## src/rtl/seg7_scan_reader.sv

```systemverilog
// Receiver for the 6-digit multiplexed 7-segment scan bus: synchronises and
// stability-filters the lines, decodes each digit to BCD and publishes whole frames.
module seg7_scan_reader #(
  parameter int STABLE_CYCLES  = 8,
  parameter int TIMEOUT_CYCLES = 2048
) (
  input  logic        clk,
  input  logic        rst_n,
  input  logic [5:0]  seg_sel,
  input  logic [7:0]  seg_data,
  output logic [23:0] bcd_out,
  output logic [5:0]  dp_out,
  output logic        frame_valid,
  output logic [5:0]  frame_err,
  output logic        stale
);

  localparam int STAB_W = $clog2(STABLE_CYCLES + 1);
  localparam int TMO_W  = (TIMEOUT_CYCLES > 1) ? $clog2(TIMEOUT_CYCLES) : 1;
  localparam logic [STAB_W-1:0] STAB_LAST = STAB_W'(STABLE_CYCLES - 1);
  localparam logic [STAB_W-1:0] STAB_SAT  = STAB_W'(STABLE_CYCLES);
  localparam logic [TMO_W-1:0]  TMO_LAST  = TMO_W'(TIMEOUT_CYCLES - 1);

  typedef enum logic [1:0] {
    S_IDLE    = 2'd0,
    S_COLLECT = 2'd1,
    S_PUBLISH = 2'd2
  } state_t;

  // Segment pattern (active-high, bits g..a) to {err, nibble}.
  function automatic logic [4:0] f_decode(input logic [6:0] seg);
    logic [4:0] res;
    case (seg)
      7'h3F:   res = {1'b0, 4'd0};
      7'h06:   res = {1'b0, 4'd1};
      7'h5B:   res = {1'b0, 4'd2};
      7'h4F:   res = {1'b0, 4'd3};
      7'h66:   res = {1'b0, 4'd4};
      7'h6D:   res = {1'b0, 4'd5};
      7'h7D:   res = {1'b0, 4'd6};
      7'h07:   res = {1'b0, 4'd7};
      7'h7F:   res = {1'b0, 4'd8};
      7'h6F:   res = {1'b0, 4'd9};
      default: res = {1'b1, 4'hF};
    endcase
    return res;
  endfunction

  logic [5:0]        r_sel_p0, r_sel_p1, r_prev_sel;
  logic [7:0]        r_data_p0, r_data_p1, r_prev_data;
  logic [STAB_W-1:0] r_stab_cnt;

  state_t            r_state;
  logic [5:0]        r_mask;
  logic [TMO_W-1:0]  r_tmo_cnt;
  logic              r_first_done;
  logic [23:0]       r_shd_bcd;
  logic [5:0]        r_shd_dp;
  logic [5:0]        r_shd_err;
  logic [23:0]       r_bcd;
  logic [5:0]        r_dp;
  logic [5:0]        r_err;
  logic              r_frame_valid;
  logic              r_stale;

  logic              w_same;
  logic              w_accept;
  logic [5:0]        w_dig_oh;
  logic              w_onehot;
  logic              w_acc_valid;
  logic [4:0]        w_dec;
  logic              w_dp;
  logic [5:0]        w_mask_nxt;
  logic [23:0]       w_shd_bcd_nxt;
  logic [5:0]        w_shd_dp_nxt;
  logic [5:0]        w_shd_err_nxt;

  // Stage p0/p1: two-flop synchroniser, then compare against previous value.
  always_ff @(posedge clk) begin
    if (!rst_n) begin
      r_sel_p0    <= '1;
      r_sel_p1    <= '1;
      r_data_p0   <= '1;
      r_data_p1   <= '1;
      r_prev_sel  <= '1;
      r_prev_data <= '1;
      r_stab_cnt  <= '0;
    end else begin
      r_sel_p0    <= seg_sel;
      r_sel_p1    <= r_sel_p0;
      r_data_p0   <= seg_data;
      r_data_p1   <= r_data_p0;
      r_prev_sel  <= r_sel_p1;
      r_prev_data <= r_data_p1;
      if (!w_same)
        r_stab_cnt <= '0;
      else if (r_stab_cnt != STAB_SAT)
        r_stab_cnt <= r_stab_cnt + 1'b1;
    end
  end

  assign w_same   = ({r_sel_p1, r_data_p1} == {r_prev_sel, r_prev_data});
  // Counter saturates one past the accept value, so each stable period fires once.
  assign w_accept = w_same && (r_stab_cnt == STAB_LAST);

  always_comb begin
    w_dig_oh = '0;
    for (int d = 0; d < 6; d++)
      w_dig_oh[d] = ~r_prev_sel[5-d];
  end

  assign w_onehot    = (w_dig_oh != 6'd0) && ((w_dig_oh & (w_dig_oh - 6'd1)) == 6'd0);
  assign w_acc_valid = w_accept && w_onehot;
  assign w_dec       = f_decode(~r_prev_data[6:0]);
  assign w_dp        = ~r_prev_data[7];
  assign w_mask_nxt  = r_mask | w_dig_oh;

  always_comb begin
    w_shd_bcd_nxt = r_shd_bcd;
    w_shd_dp_nxt  = r_shd_dp;
    w_shd_err_nxt = r_shd_err;
    for (int d = 0; d < 6; d++) begin
      if (w_dig_oh[d]) begin
        w_shd_bcd_nxt[4*d +: 4] = w_dec[3:0];
        w_shd_dp_nxt[d]         = w_dp;
        w_shd_err_nxt[d]        = w_dec[4];
      end
    end
  end

  // Stage p2: frame assembly FSM with registered outputs.
  always_ff @(posedge clk) begin
    if (!rst_n) begin
      r_state       <= S_IDLE;
      r_mask        <= '0;
      r_tmo_cnt     <= '0;
      r_first_done  <= 1'b0;
      r_shd_bcd     <= '0;
      r_shd_dp      <= '0;
      r_shd_err     <= '0;
      r_bcd         <= '0;
      r_dp          <= '0;
      r_err         <= '0;
      r_frame_valid <= 1'b0;
      r_stale       <= 1'b0;
    end else begin
      r_frame_valid <= 1'b0;
      if (w_acc_valid) begin
        r_shd_bcd <= w_shd_bcd_nxt;
        r_shd_dp  <= w_shd_dp_nxt;
        r_shd_err <= w_shd_err_nxt;
      end
      case (r_state)
        S_IDLE: begin
          if (w_acc_valid) begin
            r_mask    <= w_dig_oh;
            r_tmo_cnt <= '0;
            r_state   <= S_COLLECT;
          end else if (r_first_done) begin
            if (r_tmo_cnt == TMO_LAST)
              r_stale <= 1'b1;
            else
              r_tmo_cnt <= r_tmo_cnt + 1'b1;
          end
        end
        S_COLLECT: begin
          if (w_acc_valid) begin
            r_tmo_cnt <= '0;
            if (w_mask_nxt == 6'h3F) begin
              // Outputs and the strobe land together, visible during PUBLISH.
              r_mask        <= '0;
              r_bcd         <= w_shd_bcd_nxt;
              r_dp          <= w_shd_dp_nxt;
              r_err         <= w_shd_err_nxt;
              r_frame_valid <= 1'b1;
              r_stale       <= 1'b0;
              r_first_done  <= 1'b1;
              r_state       <= S_PUBLISH;
            end else begin
              r_mask <= w_mask_nxt;
            end
          end else if (r_tmo_cnt == TMO_LAST) begin
            r_mask    <= '0;
            r_stale   <= 1'b1;
            r_tmo_cnt <= '0;
            r_state   <= S_IDLE;
          end else begin
            r_tmo_cnt <= r_tmo_cnt + 1'b1;
          end
        end
        S_PUBLISH: begin
          r_tmo_cnt <= '0;
          if (w_acc_valid)
            r_mask <= w_dig_oh;
          r_state <= S_COLLECT;
        end
        default: begin
          r_mask  <= '0;
          r_state <= S_IDLE;
        end
      endcase
    end
  end

  assign bcd_out     = r_bcd;
  assign dp_out      = r_dp;
  assign frame_err   = r_err;
  assign frame_valid = r_frame_valid;
  assign stale       = r_stale;

endmodule

```

## config.mk

```make
export PLATFORM = sky130hd
export DESIGN_NAME = seg7_scan_reader
export DESIGN_NICKNAME = d
export VERILOG_FILES = /design/src/rtl/seg7_scan_reader.sv
export SDC_FILE = /design/constraint.sdc
export NUM_CORES = 1
export LEC_CHECK = 0
export CAP_MARGIN = 20
export CORE_MARGIN = 2
export CORE_UTILIZATION = 38
export DETAILED_ROUTE_END_ITERATION = 6
export HOLD_SLACK_MARGIN = 0.02
export PLACE_DENSITY = 0.56
export SLEW_MARGIN = 40
export SYNTH_ARGS = -nofsm -noshare
export SYNTH_HDL_FRONTEND = slang
export SYNTH_SLANG_ARGS = --single-unit
export TNS_END_PERCENT = 100
```

## constraint.sdc

```tcl
create_clock -name clk -period 2.2 [get_ports clk]
set_input_delay 0.44 -clock clk [delete_from_list [all_inputs] [get_ports clk]]
set_output_delay 0.44 -clock clk [all_outputs]
set_load 0.005 [all_outputs]
```

# After elaboration in Yosys (flattened, before gate mapping)
# Index checks and enable logic that the tools add are counted.
# word_totals
ff_bits	140
word_cells	115
# classes
addsub	3
n_eq_ne	25
mux	42
n_bitwise	10
reduce_logical	16
# ops
operator	n
11-bit two-way mux	5
5-bit one-hot mux with 10 select lines	1
7-bit == test (second input constant)	7
11-bit one-hot mux with 3 select lines	1
4-bit two-way mux	6
6-bit two-way mux	4
1-bit two-way mux	18
14-bit == test	1
7-bit by 3-bit == test with 1-bit output (second input constant)	2
3-bit inequality test (second input constant)	4
6-bit one-hot mux with 2 select lines	1
3-bit AND reduction	4
11-bit by 1-bit adder with 11-bit output (second input constant)	1
11-bit == test (second input constant)	1
2-bit two-way mux	4
7-bit by 6-bit == test with 1-bit output (second input constant)	1
1-bit inverter	7
7-bit inverter	1
6-bit bitwise AND	1
6-bit == test (second input constant)	1
6-bit zero test	1
2-bit inequality test (second input constant)	3
6-bit bitwise OR	1
2-bit one-hot mux with 3 select lines	1
other kinds (16)	19

# Longest topological paths before layout
# Gate-level depths: netlist (run 1).
# logic_depth
depth_word	8
mapped_depth	9
mapped_depth_nobuf	8

# Worst setup path after synthesis (run 1)
# OpenSTA, ideal clock, no wires.
# synth_path
kind	flip-flop to flip-flop
startpoint	reg r_prev_sel[4]
endpoint	reg r_tmo_cnt[9]
setup_time_ns	0.117
arrival_time_ns	2.075
required_time_ns	2.083
path_slack_ns	0.008
stages_incl_launch_ff	10
cell_sequence	dfxtp_1 -> buf_6 -> nand3b_1 -> a2111oi_2 -> o21ai_2 -> buf_6 -> o311a_1 -> buf_6 -> o21bai_1 -> a22o_1
# synth_via
elab_chain_cells	8
word_cells_on_any_way	15
classes_between	1 x add/sub; 3 x eq/ne; 3 x mux; 2 x bitwise; 6 x reduce/logical
# synth_rtl
element	line_no	source
start: declaration	49	logic [5:0] r_sel_p0, r_sel_p1, r_prev_sel;
start signal: assignment	93	r_prev_sel <= r_sel_p1;
1-bit inverter	109	w_dig_oh[d] = ~r_prev_sel[5-d];
6-bit by 1-bit subtractor with 6-bit output	112	assign w_onehot = (w_dig_oh != 6'd0) && ((w_dig_oh & (w_dig_oh - 6'd1)) == 6'd0);
6-bit bitwise AND	112	
6-bit zero test	112	
1-bit logical AND	112	
1-bit logical AND (*)	113	assign w_acc_valid = w_accept && w_onehot;
3-bit inequality test (no source line), or another cell as far along	-	
3-bit AND reduction (no source line) / 11-bit one-hot mux with 3 select lines (equally long branches)	-	
end signal: assignment	163	r_tmo_cnt <= r_tmo_cnt + 1'b1;
end signal: assignment	188	r_tmo_cnt <= r_tmo_cnt + 1'b1;
end: declaration	55	logic [TMO_W-1:0] r_tmo_cnt;
# Mark *: on every way between the ends. The rest lies on a longest branch, timed or not.
# A chain may end at the register's enable or synchronous reset.

# Final worst setup path (run 1)
# layout_path
startpoint	reg r_data_p1[4]
endpoint	reg r_bcd[19] (netlist: bcd_out[19])
# layout_via
elab_chain_cells	4
# layout_rtl
element	line_no	source
start: declaration	50	logic [7:0] r_data_p0, r_data_p1, r_prev_data;
start signal: assignment	92	r_data_p1 <= r_data_p0;
14-bit == test	102	assign w_same = ({r_sel_p1, r_data_p1} == {r_prev_sel, r_prev_data});
1-bit logical AND	104	assign w_accept = w_same && (r_stab_cnt == STAB_LAST);
1-bit logical AND	113	
3-bit AND reduction (no source line)	-	
end signal: assignment	172	r_bcd <= w_shd_bcd_nxt;
end: declaration	60	logic [23:0] r_bcd;
# No other way between the ends.

==> results.md, run 1 <==
- Status: finished, violations left
- Failing checks: negative setup slack
- Critical Path End: bcd_out[19]
- FF-to-FF path depth: 10
- Synth Register Bits: 140
- Share of layout cells above drive strength 1: 22.01%
- Async SR Flop Fraction: 0%
- Routed wl met3: 778 um
- CTS Buf Count: 17
- Antenna viol nets, final: 0
- Via count of the first global-routing pass: 4790
- Post-Route M1 WL: 6903 um
- Hold/Removal Path Class: flop to flop
- Grt ovf: 0
- Top sig layer: met4
- Final Max Tran Viols: 0
- Worst setup SP type: flop
- Worst R2R Start: r_data_p1[4]
- Number of library cell types mapped by synthesis: 64
- Post-layout nets: 787
- Final std cells w/o fill: 988
- Period minus WS final: 2206 ps
- Core area: 15310 um2
- DRT Pass-1 Iters: 4
- Psw: 1297 uW
- Reg clk slew, reported paths: 60 ps
- CTS tree: built
- Worst Skew: 9.112 ps
- Final GP Congestion: 0.8235
- Crit. End Element: flop
- Setup ws final: -5.969 ps
- Die height: 129.4 um
- Max-cap viol count: 0
- H-tree depth: 4
- Clock power frac: 49.4%
- Drt drc: 0
- DRT iter0 DRCs: 357
- Leak: 0.003034 uW
- Synth top area share: 46.87%
- # IOs: 54
- Syn_area_per_cell: 9.060 um2
- Worst EP required: 2550 ps
- Clock Latency Late Sink: 420 ps
- Slew Limit Headroom: 35.29%
- Die X: 129.4 um
- CTS Buffer Depth: 2
- Flop pwr share: 44.7%
- Primary FF master, synth: dfxtp_1
- Yosys warnings: 0
- Syn Std Cell Area: 5979 um2
- Routed WL per cell: 15.14 um
- Crit path from: r_data_p1[4]
- Crit path largest cell delay: 330 ps
- Area growth syn-to-layout: 36.35%
- Gr usage total: 18.13%
- Unrepaired setup endpoints after global routing: true
- CP arrival: 2550 ps
- Tot Pwr: 5813 uW
- Port Buffers: 53
- Post-DP HPWL: 9981 um
- Final instance area: 8153 um2
- Switching Share: 22.31%
- Fmax: 453.3 MHz
- Final Hold Vio Count: 0
- First-pass GRT wire length: 23850 um
- Die area: 16750 um2
- Final Util: 53.24%
- Number of diodes: 0
- Sequential area share after synthesis: 46.87%
- Syn nets: 683
- Tcrit/Tclk final: 100.3%
- Worst path cell trace: xor2_1, nor4_2, buf_4, nand4_4, nor4b_4, buf_6, buf_12, clkbuf_16, o2111ai_2, o21ai_1
- Post-synth top area cell: dfxtp_1
- # hold bufs at CTS: 0
- Starting Density: 39.04%
- Placed Instance Area: 7053 um2
- Synth Instances: 660
- Post-synth EDFFs: 0
- Area contributors post-synth: dfxtp_1, nand2b_1, nand2_1
- Final WL: 14960 um
- Reg2Reg Setup Slack: -6 ps
- Crit path max fanout: 5
- Internal Power: 4516 uW
- Number of core rows: 45
- Clock sink count: 140
- Routed vias: 5043
- PwrDens: 713.0 nW/um2
- Largest net degree at the start of global routing: 90
- Placed Cells incl. Taps: 946
- Worst Tran Pin Value: 968.7 ps
- Initial antenna violation count: 0
- Root buf cell: clkbuf_16
- Reg2reg end: bcd_out[19]
- Critical path class: flop to flop
- Setup violators final: 2
- Worst vdd ir: 0.0005104 V
- Gate power share: 5.8%
- Slowest-stage cell, CP: nor4b_4
- Via density: 5.104
- Metal2 WL: 7129 um
==> kinds of logic after synthesis <==
family | after synthesis | share of synthesized area [%]
adders and majority gates | 7 | 1.465
buffers and inverters | 66 | 5.775
AOI/OAI and AO/OA | 153 | 18.52
DFF | 140 | 46.87
xor gates and xnor gates | 16 | 2.344
and+or+nand+nor | 263 | 22.49
muxes | 15 | 2.532
==> how the worst min path moves through the flow <==
stage,from,to,slack (ps),depth (start not counted)
after global placement,r_data_p0[1],r_data_p1[1],390,1
final,r_data_p0[4],r_data_p1[4],400,1
after global routing,r_data_p0[6],r_data_p1[6],420,1
after CTS,r_sel_p0[5],r_sel_p1[5],410,1
after floorplan,r_data_p0[0],r_data_p1[0],390,1
after detailed placement,r_data_p0[0],r_data_p1[0],390,1
==> flip-flops by register name, summed over array words and instances (netlist names) <==
register / cells
bcd_out: 24
dp_out: 6
frame_err: 6
frame_valid: 1
r_data_p0: 8
r_data_p1: 8
r_first_done: 1
r_mask: 6
r_prev_data: 8
r_prev_sel: 6
r_sel_p0: 6
r_sel_p1: 6
r_shd_bcd: 24
r_shd_dp: 6
r_shd_err: 6
r_stab_cnt: 4
r_state: 2
r_tmo_cnt: 11
stale: 1
==> layout by cell type, fill, tap and decap left out, drive strengths merged, types with 4 or more instances in the layout <==
cell           Yosys  final
dfxtp            140    140
buf               21     81
nand2             72     72
nor2              63     63
nand2b            57     57
clkdlybuf4s50      0     52
o21ai             38     38
clkbuf            30     25
nor3              25     25
a211oi            19     19
o2111ai           19     19
inv               15     16
xor2              15     15
mux2i             14     14
a21oi             13     13
o22ai             11     11
a31oi              8      8
o211a              7      7
a311oi             7      7
ha                 7      7
nand3              6      6
nor2b              5      5
o21bai             5      5
a22o               5      5
or2                5      5
nand4              5      5
nand3b             4      4
or3                4      4
nor4               4      4
==> power by group through the flow <==
stage	Combinational, uW	Sequential [uW]	Clock [uW]
4_1_cts	316	2600	2930
5_1_grt	371	2600	3050
3_3_place_gp	294	2650	0
6_report	340	2600	2870
2_1_floorplan	193	2650	0
3_5_place_dp	297	2650	0
==> repair_timing <==
| action | 4_1_cts | 5_1_grt |
|---|---|---|
| gates cloned | 1 | 4 |
| setup endpoints to repair | 49 | 94 |
| resized for setup | 20 | 63 |
| setup buffers | 4 | 2 |
| pin swaps | 4 | 11 |
==> cells in the mapped netlist (10+ instances only) <==
master and number:
a211oi_1 19, a21oi_1 13, buf_6 10, clkbuf_1 30
dfxtp_1 140, inv_1 14, mux2i_1 14, nand2_1 72
nand2b_1 57, nor2_1 63, nor3_1 19, o2111ai_1 19
o21ai_0 32, o22ai_1 11, xor2_1 15
==> per-layer routing <==
layer / up-vias / global-route usage (%)
li1: 2539 / -
met1: 2383 / 23.50
met2: 108 / 30.06
met3: 13 / 4.996
met4: 0 / 4.491
met5: - / 0
==> critical path, delay by kind of cell (launching register included) <==
kind	cells	cell delay, ps
simple gates	3	790
buf+inv	4	630
xor+xnor	1	160
compound gates	2	210
flops	1	320
==> area by class of cell <==
class | instances | area, um2
clock inverters | 9 | 110.1
flip-flops and latches | 140 | 2811
repair buffers | 135 | 1282
multi-input cells | 455 | 3141
fillers | 1436 | 7162
clock buffers | 23 | 488.0
well taps | 211 | 264.0
inverters | 15 | 56.30
==> through the flow <==
stage                     worst slack [ps]  setup TNS (ps)  hold WS, ps
after floorplan                      8.202               0        386.3
after global placement              -102.2          -857.7        389.6
after detailed placement            -145.4           -2286        394.0
after CTS                           -5.248          -7.369        407.4
after global routing                -154.2           -4991        417.5
final                               -5.969          -6.293        404.7
(Power assumes the default switching activity.)
==> run 2, diff against run 1 <==
- CTS_CLUSTER_DIAMETER: not set -> 30
- GPL_TIMING_DRIVEN: not set -> 0
==> results.md, run 2 (same netlist as run 1, synthesis figures left out) <==
- Worst Skew: 8.540 ps (was 9.112 ps)
- Die height: 129.4 um (unchanged)
- Post-DP HPWL: 11220 um (was 9981 um)
- Placed Instance Area: 6770 um2 (was 7053 um2)
- CTS Buffer Depth: 2 (unchanged)
- Leak: 0.003205 uW (was 0.003034 uW)
- Top sig layer: met4 (unchanged)
- Unrepaired setup endpoints after global routing: true (unchanged)
- Routed vias: 5369 (was 5043)
- Share of layout cells above drive strength 1: 28.89% (was 22.01%)
- Final Hold Vio Count: 0 (unchanged)
- Crit path largest cell delay: 520 ps (was 330 ps)
- Worst vdd ir: 0.0005820 V (was 0.0005104 V)
- Fmax: 435.9 MHz (was 453.3 MHz)
- Core area: 15310 um2 (unchanged)
- Reg clk slew, reported paths: 60 ps (about the same)
- Commonest non-fill, non-tap cells in the layout: dfxtp_1, nand2_1, nand2b_1 (was dfxtp_1, nand2_1, nor2_1, buf_4, nand2b_1)
- CP arrival: 2660 ps (was 2550 ps)
- Gr usage total: 21.19% (was 18.13%)
- Root buf cell: clkbuf_16 (unchanged)
- Final std cells w/o fill: 1007 (was 988)
- Initial antenna violation count: 0 (unchanged)
- Tcrit/Tclk final: 104.3% (was 100.3%)
- Failing checks: negative setup slack (unchanged)
- Metal2 WL: 8429 um (was 7129 um)
- Final WL: 17960 um (was 14960 um)
- Worst path cell trace: xor2_2, nor4_2, nand4_2, buf_6, buf_12, buf_8, or4_4, o211ai_1, o211a_1 (was xor2_1, nor4_2, buf_4, nand4_4, nor4b_4, buf_6, buf_12, clkbuf_16, o2111ai_2, o21ai_1)
- Final instance area: 8732 um2 (was 8153 um2)
- Most common cell after layout, fill and taps aside: dfxtp_1 (unchanged)
- Area growth syn-to-layout: 46.03% (was 36.35%)
- Placed Cells incl. Taps: 923 (was 946)
- Die X: 129.4 um (unchanged)
- Status: finished, violations left (unchanged)
- Critical Path End: r_state[0] (was bcd_out[19])
- Reg2reg end: r_state[0] (was bcd_out[19])
- Via density: 5.332 (was 5.104)
- Starting Density: 39.04% (unchanged)
- Setup ws final: -94.20 ps (was -5.969 ps)
- H-tree depth: 4 (unchanged)
- Critical path class: flop to flop (unchanged)
- Reg2Reg Setup Slack: -90 ps (was -6 ps)
- WP depth: 9 (was 10)
- Clock Latency Late Sink: 420 ps (about the same)
- Setup violators final: 41 (was 2)
- PwrDens: 687.4 nW/um2 (was 713.0 nW/um2)
- DRT iter0 DRCs: 425 (was 357)
- Routed WL per cell: 17.83 um (was 15.14 um)
- CTS tree: built (unchanged)
- Final GP Congestion: 0.8911 (was 0.8235)
- Slowest-stage cell, CP: or4_4 (was nor4b_4)
- Grt ovf: 0 (unchanged)
- First-pass GRT wire length: 27120 um (was 23850 um)
- Port Buffers: 52 (was 53)
- Number of core rows: 45 (unchanged)
- CTS Buf Count: 17 (unchanged)
- Largest net degree at the start of global routing: 17 (was 90)
- Clock sink count: 140 (unchanged)
- Drt drc: 0 (unchanged)
- Number of diodes: 0 (unchanged)
- Period minus WS final: 2294 ps (was 2206 ps)
- Antenna viol nets, final: 0 (unchanged)
- Via count of the first global-routing pass: 5050 (was 4790)
- Crit path from: r_prev_sel[5] (was r_data_p1[4])
- Post-Route M1 WL: 8128 um (was 6903 um)
- Max-cap viol count: 0 (unchanged)
- # hold bufs at CTS: 0 (unchanged)
- Hold/Removal Path Class: flop to flop (unchanged)
- Final Max Tran Viols: 0 (unchanged)
- Crit-path leading delay family: simple AND/OR/NAND/NOR gates (unchanged)
- DRT Pass-1 Iters: 5 (was 4)
- # IOs: 54 (unchanged)
- FF-to-FF path depth: 9 (was 10)
- Post-layout nets: 806 (was 787)
- CP Buf/Inv Count: 3 (was 4)
- Worst setup SP type: flop (unchanged)
- Die area: 16750 um2 (unchanged)
- Worst Tran Pin Value: 933.4 ps (was 968.7 ps)
- Crit. End Element: flop (unchanged)
- Worst EP required: 2560 ps (was 2550 ps)
- Routed wl met3: 932 um (was 778 um)
- Crit path max fanout: 5 (unchanged)
- Slew Limit Headroom: 37.64% (was 35.29%)
- Worst R2R Start: r_prev_sel[5] (was r_data_p1[4])
## run 2: cell count changes in the layout (fill, tap and decap cells not counted), moves of 4 or more
cell / previous run / this run
a211oi_1: 18 / 8
buf_8: 1 / 7
a211oi_2: 1 / 11
o21ai_2: 0 / 8
o21ai_1: 17 / 13
clkbuf_1: 2 / 21
nor2_1: 62 / 47
buf_4: 62 / 35
buf_6: 13 / 28
o2111ai_1: 8 / 2
o2111ai_4: 4 / 9
nor2_2: 1 / 13
## run 2: timing repair
action,CTS,global route
setup buffers,41,18
gates cloned,3,1
endpoints found under the setup margin,98,92
pin swaps,32,41
resized for setup,89,121
## run 2: worst min-delay path by stage
stage | start | end | depth (start not counted)
global route | r_sel_p0[3] | r_sel_p1[3] | 1
detailed placement | r_data_p0[2] | r_data_p1[2] | 1
floorplan | r_data_p0[0] | r_data_p1[0] | 1
global placement | r_data_p0[1] | r_data_p1[1] | 1
CTS | r_sel_p0[3] | r_sel_p1[3] | 1
finish | r_sel_p0[0] | r_sel_p1[0] | 1
## run 2: area by class of cell
| type | count | area [um2] |
|---|---|---|
| Buffer | 43 | 334.1 |
| Clock buffer | 22 | 494.2 |
| Clock inverter | 10 | 136.4 |
| Fill cell | 1331 | 6583 |
| Inverter | 15 | 63.81 |
| Multi-Input combinational cell | 454 | 3483 |
| Sequential cell | 140 | 2820 |
| Tap cell | 211 | 264.0 |
| Timing Repair Buffer | 112 | 1136 |
## run 2: stage by stage
stage,setup WS [ps],util [%],power (uW),TNS [ps],hold slack (ps)
after floorplan,8.202,-,2839,0,386.3
after global placement,-788.4,44.17,2933,-52450,390.3
after detailed placement,-746.8,44.21,2939,-47710,390.9
after CTS,-68.76,53.07,5992,-650.2,405.6
after global routing,-169.8,57.02,6200,-6556,424.1
final,-94.20,57.02,6002,-1394,401.3
## run 2: worst register-to-register path: cells and delay by family (launching register included)
family / cells / cell delay, ps
simple gates: 3 / 1020
buf+inv: 3 / 420
flops: 1 / 370
compound gates: 2 / 280
xor+xnor: 1 / 160
## run 2: layer usage
| layer | global-route usage, % | vias up |
|---|---|---|
| met5 | 0 | - |
| met3 | 4.831 | 36 |
| li1 | - | 2564 |
| met4 | 7.780 | 0 |
| met1 | 28.38 | 2598 |
| met2 | 33.59 | 171 |
## run 2: power breakdown
group | internal (uW) | switching [uW] | leakage (uW)
combinational | 166 | 225 | 0.00177
sequential | 2570 | 27.9 | 0.00113
clock | 1930 | 1080 | 0.000304
total | 4670 | 1330 | 0.00321
==> run 3, diff against run 2 <==
- CORE_UTILIZATION: 38 -> 50
- PLACE_DENSITY: 0.56 -> 0.71
==> results.md, run 3 (same netlist as run 1, synthesis figures left out) <==
- Most common cell after layout, fill and taps aside: dfxtp_1 (unchanged)
- CP arrival: 2830 ps (was 2660 ps)
- Via density: 5.999 (was 5.332)
- Setup ws final: -342.5 ps (was -94.20 ps)
- Port Buffers: 52 (unchanged)
- Leak: 0.003230 uW (was 0.003205 uW)
- CTS Buf Count: 17 (unchanged)
- First-pass GRT wire length: 27080 um (was 27120 um)
- Reg clk slew, reported paths: 60 ps (about the same)
- Setup violators final: 82 (was 41)
- DRT Pass-1 Iters: 5 (unchanged)
- Multi-input gate area: 3506 um2 (was 3483 um2)
- Sequential Area: 2810 um2 (was 2820 um2)
- Number of core rows: 39 (was 45)
- PwrDens: 703.9 nW/um2 (was 687.4 nW/um2)
- Worst Skew: 10.11 ps (was 8.540 ps)
- # IOs: 54 (unchanged)
- CTS Buffer Depth: 2 (unchanged)
- Gr usage total: 27.32% (was 21.19%)
- Failing checks: negative setup slack (unchanged)
- Routed WL per cell: 20.43 um (was 17.83 um)
- Status: finished, violations left (unchanged)
- Crit path max fanout: 5 (unchanged)
- Slew Limit Headroom: 32.62% (was 37.64%)
- Clock sink count: 140 (unchanged)
- Worst EP required: 2480 ps (was 2560 ps)
- Post-layout nets: 805 (was 806)
- Antenna viol nets, final: 0 (unchanged)
- Root buf cell: clkbuf_16 (unchanged)
- Starting Density: 51.70% (was 39.04%)
- Final WL: 19120 um (was 17960 um)
- Hold/Removal Path Class: flop to flop (unchanged)
- Share of layout cells above drive strength 1: 26.99% (was 28.89%)
- Clock Latency Late Sink: 430 ps (was 420 ps)
- Routed vias: 5615 (was 5369)
- Die height: 113.4 um (was 129.4 um)
- Tcrit/Tclk final: 115.6% (was 104.3%)
- Number of diodes: 0 (unchanged)
- Unrepaired setup endpoints after global routing: true (unchanged)
- Commonest non-fill, non-tap cells in the layout: dfxtp_1, nand2_1, nand2b_1 (unchanged)
- CTS tree: built (unchanged)
- H-tree depth: 4 (unchanged)
- Period minus WS final: 2543 ps (was 2294 ps)
- Via count of the first global-routing pass: 5263 (was 5050)
- Area growth syn-to-layout: 44.90% (was 46.03%)
- Final Max Tran Viols: 0 (unchanged)
- Worst setup SP type: flop (unchanged)
- DRT iter0 DRCs: 650 (was 425)
- Fin Setup TNS: -5828 ps (was -1394 ps)
- Critical path class: flop to flop (unchanged)
- Die area: 12850 um2 (was 16750 um2)
- Grt ovf: 0 (unchanged)
- Core area: 11560 um2 (was 15310 um2)
- DP Worst Slack: -619.6 ps (was -746.8 ps)
- Worst vdd ir: 0.0004489 V (was 0.0005820 V)
- Worst Tran Pin Value: 1009 ps (was 933.4 ps)
- Filler Cell Count: 763 (was 1331)
- Final Hold Vio Count: 0 (unchanged)
- Tot Pwr: 6099 uW (was 6002 uW)
- Initial antenna violation count: 0 (unchanged)
- Crit. End Element: flop (unchanged)
- Max-cap viol count: 0 (unchanged)
- Drt drc: 0 (unchanged)
- Final GP Congestion: 0.9475 (was 0.8911)
- Die X: 113.4 um (was 129.4 um)
- Fmax: 393.3 MHz (was 435.9 MHz)
- Post-DP HPWL: 10730 um (was 11220 um)
- # hold bufs at CTS: 0 (unchanged)
- Largest net degree at the start of global routing: 17 (unchanged)
run 3: power by group:
| group | internal, uW | switching, uW | total, uW |
|---|---|---|---|
| registers | 2580 | 27.4 | 2600 |
| clock network | 2030 | 1060 | 3100 |
| logic | 167 | 233 | 400 |
run 3: worst max-delay path, stage by stage, from the launching register on:
cell and delay, ps:
dfxtp_2 330, buf_6 140, xor2_2 160, nor4_4 370
nand4_4 240, bufbuf_16 350, nor3_4 200, buf_4 180
nor2_1 60, a211oi_1 390
run 3: per-stage QoR:
step / std cells / area [um2] / hold WS, ps / utilization (%)
after global routing: 936 / 8665 / 413.0 / 74.92
after detailed placement: 855 / 6679 / 390.9 / 57.75
after CTS: 917 / 8008 / 403.6 / 69.24
after global placement: 855 / 6679 / 389.6 / 57.75
after floorplan: 660 / 5979 / 386.3 / -
final: 936 / 8665 / 402.1 / 74.92
run 3: what timing repair did:
item / CTS / global route
resized for setup: 97 / 113
buffers inserted: 29 / 19
pin swaps: 19 / 35
setup endpoints to repair: 98 / 94
gates cloned: 6 / 2
run 3: path summary, 6_finish.rpt:
path | start | endpoint | slack, ps | depth (start not counted)
worst max register to register | r_prev_sel[3] | r_shd_dp[0] | -340 | 9
worst min-delay path | r_data_p0[1] | r_data_p1[1] | 400 | 1
worst min register to register | r_data_p0[1] | r_data_p1[1] | 400 | 1
worst max-delay path | r_prev_sel[3] | r_shd_dp[0] | -340 | 9
run 3: layout make-up:
type	count	area share [%]
Buffer	47	4.173
Clock buffer	24	5.791
Clock inverter	6	1.531
Inverter	15	0.6498
Multi-Input combinational cell	454	40.46
Sequential cell	140	32.43
Tap cell	143	2.065
Timing Repair Buffer	107	12.90
run 3: metal layers:
metal | global-route usage (%) | share of wire, %
met5 | 0 | 0
met4 | 16.02 | 5.5
met3 | 5.731 | 7.5
met2 | 44.19 | 47
met1 | 33.72 | 40
